**src/rtl/int_to_float_pipe_pkg.sv**
```systemverilog
// Purpose: shared FP32 field constants and pipeline stage payload types for the int<->float converters.
// Latency: none (types and constants only).
// Backpressure: none (no logic).
package int_to_float_pipe_pkg;

  localparam int EXP_W              = 8;
  localparam int FRAC_W             = 23;
  localparam int EXP_BIAS           = 127;
  // Exponent of a value whose leading one sits at bit 31 of the magnitude.
  localparam int INT_TO_FP_EXP_BASE = EXP_BIAS + 31;

  // Canonical zero: always +0, never -0.
  localparam logic [31:0] FP32_ZERO = 32'h0000_0000;

  // S1 payload: sign and unsigned magnitude of the operand.
  typedef struct packed {
    logic        sign;
    logic        zero;
    logic [31:0] mag;
  } s1_t;

  // S2 payload: normalized magnitude with the implicit leading one dropped.
  typedef struct packed {
    logic             sign;
    logic             zero;
    logic [30:0]      m;
    logic [EXP_W-1:0] e;
  } s2_t;

  // S3 payload: packed float result and its inexact flag.
  typedef struct packed {
    logic [31:0] d;
    logic        p_lost;
  } s3_t;

endpackage

```
**src/rtl/int_to_float_pipe_lzc.sv**
```systemverilog
// Purpose: 32-bit leading-zero counter with all-zero flag.
// Latency: combinational.
// Backpressure: none (pure logic).
module lzc32 (
  input  logic [31:0] x,
  output logic [4:0]  cnt,
  output logic        all_zero
);

  // Scan upward so the highest set bit makes the last, winning assignment.
  always_comb begin
    cnt = 5'd0;
    for (int i = 0; i < 32; i++) begin
      if (x[i]) cnt = 5'(31 - i);
    end
    all_zero = (x == 32'd0);
  end

endmodule

```
**src/rtl/int_to_float_pipe.sv**
```systemverilog
// Purpose: int32 (two's complement) to IEEE-754 single, round-to-nearest-even, with inexact flag.
// Latency: 3 cycles from accept to out_valid; throughput 1 per cycle.
// Backpressure: global stall - every stage holds while out_valid & ~out_ready; in_ready follows.
module int_to_float_pipe
  import int_to_float_pipe_pkg::*;
(
  input  logic        clk,
  input  logic        rst,
  input  logic        in_valid,
  output logic        in_ready,
  input  logic [31:0] a,
  output logic        out_valid,
  input  logic        out_ready,
  output logic [31:0] d,
  output logic        p_lost
);

  logic advance;

  logic s1_vld_q, s1_vld_d;
  logic s2_vld_q, s2_vld_d;
  logic s3_vld_q, s3_vld_d;
  s1_t  s1_q, s1_d;
  s2_t  s2_q, s2_d;
  s3_t  s3_q, s3_d;

  logic [4:0]        lz;
  logic              lz_zero;
  logic [FRAC_W-1:0] frac;
  logic [FRAC_W-1:0] frac_r;
  logic              frac_carry;
  logic              guard_bit;
  logic              sticky_bit;
  logic              round_up;
  logic [EXP_W-1:0]  e_r;

  // The pipe moves as a whole whenever the output slot is empty or being drained.
  assign advance   = ~s3_vld_q | out_ready;
  assign in_ready  = advance;
  assign out_valid = s3_vld_q;
  assign d         = s3_q.d;
  assign p_lost    = s3_q.p_lost;

  // S1: split sign and take the magnitude; 0x80000000 keeps mag 0x80000000 as unsigned.
  always_comb begin
    s1_vld_d = s1_vld_q;
    s1_d     = s1_q;
    if (advance) begin
      s1_vld_d  = in_valid;
      s1_d.sign = a[31];
      s1_d.mag  = a[31] ? (~a + 32'd1) : a;
      s1_d.zero = (a == 32'd0);
    end
  end

  lzc32 u_lzc (
    .x        (s1_q.mag),
    .cnt      (lz),
    .all_zero (lz_zero)
  );

  // S2: normalize so the leading one lands in bit 31, then drop it; exponent from the shift.
  always_comb begin
    s2_vld_d = s2_vld_q;
    s2_d     = s2_q;
    if (advance) begin
      s2_vld_d  = s1_vld_q;
      s2_d.sign = s1_q.sign;
      // Both flags mark the same condition; either one forces the zero encoding.
      s2_d.zero = s1_q.zero | lz_zero;
      s2_d.m    = 31'(s1_q.mag << lz);
      s2_d.e    = EXP_W'(INT_TO_FP_EXP_BASE) - {3'b000, lz};
    end
  end

  // S3 rounding terms: keep 23 fraction bits, guard below them, sticky OR of the rest.
  always_comb begin
    frac                 = s2_q.m[30:8];
    guard_bit            = s2_q.m[7];
    sticky_bit           = |s2_q.m[6:0];
    round_up             = guard_bit & (sticky_bit | frac[0]);
    {frac_carry, frac_r} = {1'b0, frac} + {{FRAC_W{1'b0}}, round_up};
    // A fraction overflow means the value rounded to the next power of two.
    e_r                  = s2_q.e + {{(EXP_W-1){1'b0}}, frac_carry};
  end

  // S3: pack sign/exponent/fraction; zero bypasses rounding and is always +0, exact.
  always_comb begin
    s3_vld_d = s3_vld_q;
    s3_d     = s3_q;
    if (advance) begin
      s3_vld_d = s2_vld_q;
      if (s2_q.zero) begin
        s3_d.d      = FP32_ZERO;
        s3_d.p_lost = 1'b0;
      end else begin
        s3_d.d      = {s2_q.sign, e_r, frac_r};
        s3_d.p_lost = guard_bit | sticky_bit;
      end
    end
  end

  // Stage registers; reset drops every in-flight result immediately.
  always_ff @(posedge clk or posedge rst) begin
    if (rst) begin
      s1_vld_q <= 1'b0;
      s2_vld_q <= 1'b0;
      s3_vld_q <= 1'b0;
      s1_q     <= '0;
      s2_q     <= '0;
      s3_q     <= '0;
    end else begin
      s1_vld_q <= s1_vld_d;
      s2_vld_q <= s2_vld_d;
      s3_vld_q <= s3_vld_d;
      s1_q     <= s1_d;
      s2_q     <= s2_d;
      s3_q     <= s3_d;
    end
  end

endmodule

```
**config.mk**
```make
export PLATFORM = sky130hd
export DESIGN_NAME = int_to_float_pipe
export DESIGN_NICKNAME = d
export VERILOG_FILES = /design/src/rtl/int_to_float_pipe_pkg.sv /design/src/rtl/int_to_float_pipe_lzc.sv /design/src/rtl/int_to_float_pipe.sv
export SDC_FILE = /design/constraint.sdc
export NUM_CORES = 1
export LEC_CHECK = 0
export ABC_AREA = 1
export BUFFER_PORTS_ARGS = -buffer_cell sky130_fd_sc_hd__buf_4
export CORE_UTILIZATION = 45
export CTS_CLUSTER_SIZE = 40
export DETAILED_ROUTE_END_ITERATION = 10
export PLACE_DENSITY_LB_ADDON = 0.12
export SLEW_MARGIN = 0
export SYNTH_ARGS = -nofsm -noshare
export SYNTH_HDL_FRONTEND = slang
export SYNTH_SLANG_ARGS = --single-unit
```
**constraint.sdc**
```tcl
create_clock -name clk -period 7.7 [get_ports clk]
set_input_delay 0.77 -clock clk [delete_from_list [all_inputs] [get_ports clk]]
set_output_delay 0.77 -clock clk [all_outputs]
set_load 0.005 [all_outputs]
```
Yosys cells after proc, flatten, opt, wreduce, memory -nomap -nowiden
Cells that the tools add are included.
{"block": "totals", "regBits": 111, "input_bits": 36, "out_inout_bits": 35, "word_cells": 61}
{"block": "classes", "add_sub_neg": 4, "shifts": 1, "muxes": 34, "bitwise": 7, "reduce_logical": 3}
{"operator": "$mux 5", "count": 32}
{"operator": "$logic_not 32->1", "count": 2}
{"operator": "$mux 33", "count": 1}
{"operator": "$add 32x1->32 const B", "count": 1}
{"operator": "$mux 32", "count": 1}
{"operator": "$not 32->32", "count": 1}
{"operator": "$shl 32x5->31", "count": 1}
{"operator": "$add 23x1->24", "count": 1}
{"operator": "$add 8x1->8", "count": 1}
{"operator": "$sub 8x5->8 const A", "count": 1}
{"operator": "$reduce_or 7->1", "count": 1}
{"operator": "$or 1x1->1", "count": 4}
{"operator": "$and 1x1->1", "count": 1}
{"operator": "$not 1->1", "count": 1}

Logic depth before layout (Yosys ltp)
{"block": "logic_depth", "word_depth": 33, "depth_mapped": 39, "mapped_depth_nobuf": 38}

By module
A second synthesis with hierarchy kept.
{"block": "unflattened", "hier_cells": 1157, "area_unflattened_um2": 7682.4}
{"mod": "int_to_float_pipe", "instances": 1, "cells_per_inst": 1051, "area_per_inst_um2": 7213.2, "seq_area_each_um2": 2777.7}
{"mod": "lzc32", "instances": 1, "cells_per_inst": 106, "area_per_inst_um2": 469.2, "seq_area_each_um2": 0.0}

Least setup slack after synthesis
OpenSTA, ideal clock, no wires.
{"block": "synth_timing", "path_kind": "register to register", "from": "register s2_q[11] in the netlist's numbering", "to": "register s3_q (netlist bit d[29])", "setup_time_ps": 122, "arrival_time_ps": 3265, "required_ps": 7578, "slack_ps": 4314, "path_stages_with_launch": 30, "n_path_buf": 0, "cell_sequence": "dfrtp_1 -> inv_1 -> nand4_1 -> nor4_1 -> inv_1 -> nor2_1 -> nor2_1 -> ha_1 -> nand3_1 -> nor2_1 -> inv_1 -> nor3_1 -> nand2_1 -> nor2_1 -> nand4_1 -> nor2_1 -> inv_1 -> nor3_1 -> nand2_1 -> inv_1 -> nand2_1 -> nor2_1 -> nand4_1 -> nor3_1 -> ha_1 -> ha_1 -> nand3_1 -> nor2_1 -> nand3_1 -> a32o_1"}
{"block": "synth_via", "elab_chain_len": 6}
{"item": "from (decl)", "line": "int_to_float_pipe.sv:24", "source": "s2_t s2_q, s2_d;"}
{"item": "from (signal assigned)", "line": "int_to_float_pipe.sv:110", "source": "s2_q <= '0;"}
{"item": "from (signal assigned)", "line": "int_to_float_pipe.sv:117", "source": "s2_q <= s2_d;"}
{"item": "$reduce_or 7->1", "line": "int_to_float_pipe.sv:80", "source": "sticky_bit = |s2_q.m[6:0];"}
{"item": "$or 1x1->1", "line": "int_to_float_pipe.sv:81", "source": "round_up = guard_bit & (sticky_bit | frac[0]);"}
{"item": "$and 1x1->1", "line": "int_to_float_pipe.sv:81"}
{"item": "$add 23x1->24", "line": "int_to_float_pipe.sv:82", "source": "{frac_carry, frac_r} = {1'b0, frac} + {{FRAC_W{1'b0}}, round_up};"}
{"item": "$add 8x1->8", "line": "int_to_float_pipe.sv:84", "source": "e_r = s2_q.e + {{(EXP_W-1){1'b0}}, frac_carry};"}
{"item": "$mux 33", "line": "int_to_float_pipe.sv:93", "source": "if (s2_q.zero) begin"}
{"item": "to (signal assigned)", "line": "int_to_float_pipe.sv:111", "source": "s3_q <= '0;"}
{"item": "to (signal assigned)", "line": "int_to_float_pipe.sv:118", "source": "s3_q <= s3_d;"}
{"item": "to (decl)", "line": "int_to_float_pipe.sv:25", "source": "s3_t s3_q, s3_d;"}
No other way between the ends.
A chain may end at the register's enable or synchronous reset.

Worst setup path after layout
{"block": "layout_timing", "from": "register s2_q[10] in the netlist's numbering", "to": "register s3_q (netlist bit d[30])"}
Same word-level chain as after synthesis.

==> results.md <==
- Status: finished, final reports clean
- Clock buffer depth: 2
- Syn_nets: 1,068
- R2r startpoint: s2_q[10]
- Clk pin slew, worst setup/hold paths: 0.08 ns
- Reg2reg setup slack: 3.55 ns
- Routed Antenna Nets: 0
- All-Layer GR Usage: 0.243
- Crit-path most repeated cell: nor2_1
- FP Rows: 45
- Register area share after synthesis: 0.387
- Postcts setup bufs: 0
- Max incr delay on CP: 0.33 ns
- Fin crit period: 4.15 ns
- Worst Reg-to-Reg Cells: 31
- Comb power frac: 0.468
- Gpl congestion: 0.901
- Synthesis-to-finish area growth: 13.5%
- Cells after DPL: 1,266
- Least-Margin Pin Slew: 1.05 ns
- Net switching power: 1.23 mW
- Max-cap violation count: 0
- Unique cell type count in the Yosys netlist: 38
- Arr. time, crit path: 4.46 ns
- #FFs+latches synth: 111
- Vias in the first global route: 6,220
- Synthesized area: 0.00717 sq mm
- Hold slack final: 0.462 ns
- Storage cell area: 0.00278 sq mm
- Clk Latency, worst-skew pair: 0.36 ns
- Initial Utilization: 0.467
- Final wirelength: 18,600 microns
- Global-route wire length before repair: 31,600 microns
- Synth Warn #: 0
- Share of cells above drive strength 1: 0.117
- Antenna violations before repair: 0
- Fill count: 1,582
- DRC viols: 0
- Fin Setup TNS: 0 ns
- DR pass1 iterations: 6
- Hold crit path type: primary input to asynchronous set/reset pin
- Final setup fails: 0
- Reg-to-reg endpoint: d[30]
- Setup crit end kind: flip-flop
- 1st-iter DRT viols: 405
- Startpoint Class: flip-flop
- Synth area leader: dfrtp_1
- Core Box Area: 0.0154 sq mm
- Global route overflow: 0
- P_leak: 3.89 nW
- Final setup skew: 0.00892 ns
- Cts repair resizes: 0
- CTS H-tree depth: 3
- Die Area: 0.0164 sq mm
- Port Buffers: 70
- RSZ-0062 raised after global routing: no
- PwrDens: 337 mW/mm^2
- Largest net degree at the start of global routing: 68
- CTS sink count: 111
- Mapped Avg Cell Area: 6.98 sq um
- Total number of vias: 6,827
- Sw Share: 0.448
- Most frequent cells after synthesis: nand3_1, nand2_1, dfrtp_1
- Number of flops mapped to enable cells by yosys: 0
- Most common cell in the synthesized netlist: nand3_1
- Class of the most critical setup path: flip-flop to flip-flop
- Slew HR: 0.301
- DR vias/cell: 5.33
- Synth top area cells: dfrtp_1, nand3_1, nand2_1
- Fin cells: 1,281
- Critical path required time: 8.00 ns
- Worst path slowest cell: dfrtp_1
- Die Ht: 128 microns
- Total CTS buffers: 9
- Die Width: 128 microns
- Fin crit share: 0.540
- Area of the multi-input gates: 0.00379 sq mm
- Max-slew violations: 0
- Synth async-reset ratio: 1.00
- Diode count: 0
- Number of hold buffers added after cts: 0
- Clock power frac: 0.164
- Fin nets: 1,107
- Wire per inst: 14.5 microns
- CTS tree: built
- Final core utilization: 0.529
- Root Driver: clkbuf_16
- Post-synth top area share: 0.387
- Dpl hpwl: 13,600 microns
- Maximum fanout along the worst path: 3
- Io pins: 71
- F_max: 241 MHz
- Final Hold Fails: 0
- Internal: 1.51 mW
- Ys flop type: dfrtp_1
- Worst VDD drop: 0.150 mV
- Register share of total power: 0.367
- Syn Inst Count: 1,027
==> how the worst max path moves through the flow <==
| stage | start | end | slack [ns] | cells after the start |
|---|---|---|---|---|
| 6_report | s2_q[10] | d[30] | 3.55 | 31 |
| 5_1_grt | s2_q[11] | d[30] | 2.69 | 31 |
| 4_1_cts | s2_q[10] | d[30] | 3.46 | 31 |
| 3_5_place_dp | s2_q[10] | d[30] | 3.50 | 31 |
| 3_3_place_gp | s2_q[11] | d[30] | 3.62 | 30 |
| 2_1_floorplan | rst | d[0] | 4.00 | 1 |
==> stage by stage <==
stage / power, mW / area [sq um] / setup slack (ns)
final: 2.74 / 8140 / 3.55
after global routing: 2.99 / 8140 / 2.69
after CTS: 2.75 / 8140 / 3.46
after detailed placement: 2.30 / 7860 / 3.50
after global placement: 2.29 / 7860 / 3.62
after floorplan: 1.85 / 7170 / 4.00
==> worst max-delay path, delay by kind of cell (launching register included) <==
family	cells	cell delay [ns]
flip-flops	1	0.33
buffers and inverters	6	0.40
AND/OR/NAND/NOR	21	2.61
adder cells (fa/ha/maj)	2	0.42
AO/OA/AOI/OAI	2	0.33
==> layout make-up <==
class                   instances  share of cell area
repair buffers                 81              0.0747
inverters                     111              0.0515
clock buffers                   9              0.0277
multi-input cells             752               0.466
flip-flops and latches        111               0.341
clock inverters                 6             0.00646
well taps                     211              0.0324
==> cells in the final DEF (no fill, tap or decap), types with 4 or more instances in the layout <==
master,synthesis,layout
nand3_1,252,252
nand2_1,229,229
dfrtp_1,111,111
inv_1,106,105
buf_4,0,81
o21ai_0,74,74
nor2_1,65,63
xor2_1,21,21
nor3_1,14,13
nor3_2,10,11
a32o_1,11,11
nand4_1,9,9
a21oi_1,10,9
clkbuf_16,0,9
nor4_1,6,6
a22o_1,5,5
ha_1,5,5
or2_2,4,4
o22ai_1,4,4
xnor2_1,4,4
a31oi_1,4,4
==> logic make-up after synthesis <==
group	after synthesis	share of synthesized area
AOI/OAI and AO/OA	125	0.106
xor gates and xnor gates	25	0.0305
adders and majority gates	5	0.00872
buffers and inverters	164	0.0867
DFF	111	0.387
and+or+nand+nor	597	0.380
==> sequential cells by signal (all words and copies together) (netlist names) <==
name / flops
d: 32
frac: 23
guard_bit: 1
out_valid: 1
p_lost: 1
s1_q: 34
s1_vld_q: 1
s2_q: 17
s2_vld_q: 1
==> power groups by stage <==
stage	Sequential, mW	Combinational [mW]	Clock [mW]
after detailed placement	1.01	1.28	0
after CTS	1.00	1.29	0.461
after global placement	1.01	1.28	0
after floorplan	0.963	0.888	0
final	1.01	1.28	0.450
after global routing	1.04	1.47	0.481
==> metal layers <==
layer,GRT usage,part of all wire,vias to the layer above
li1,-,-,3539
met1,0.352,0.49,3110
met2,0.380,0.46,162
met3,0.0259,0.038,16
met4,0.0775,0.014,0
met5,0,0,-
(Power assumes the default switching activity.)
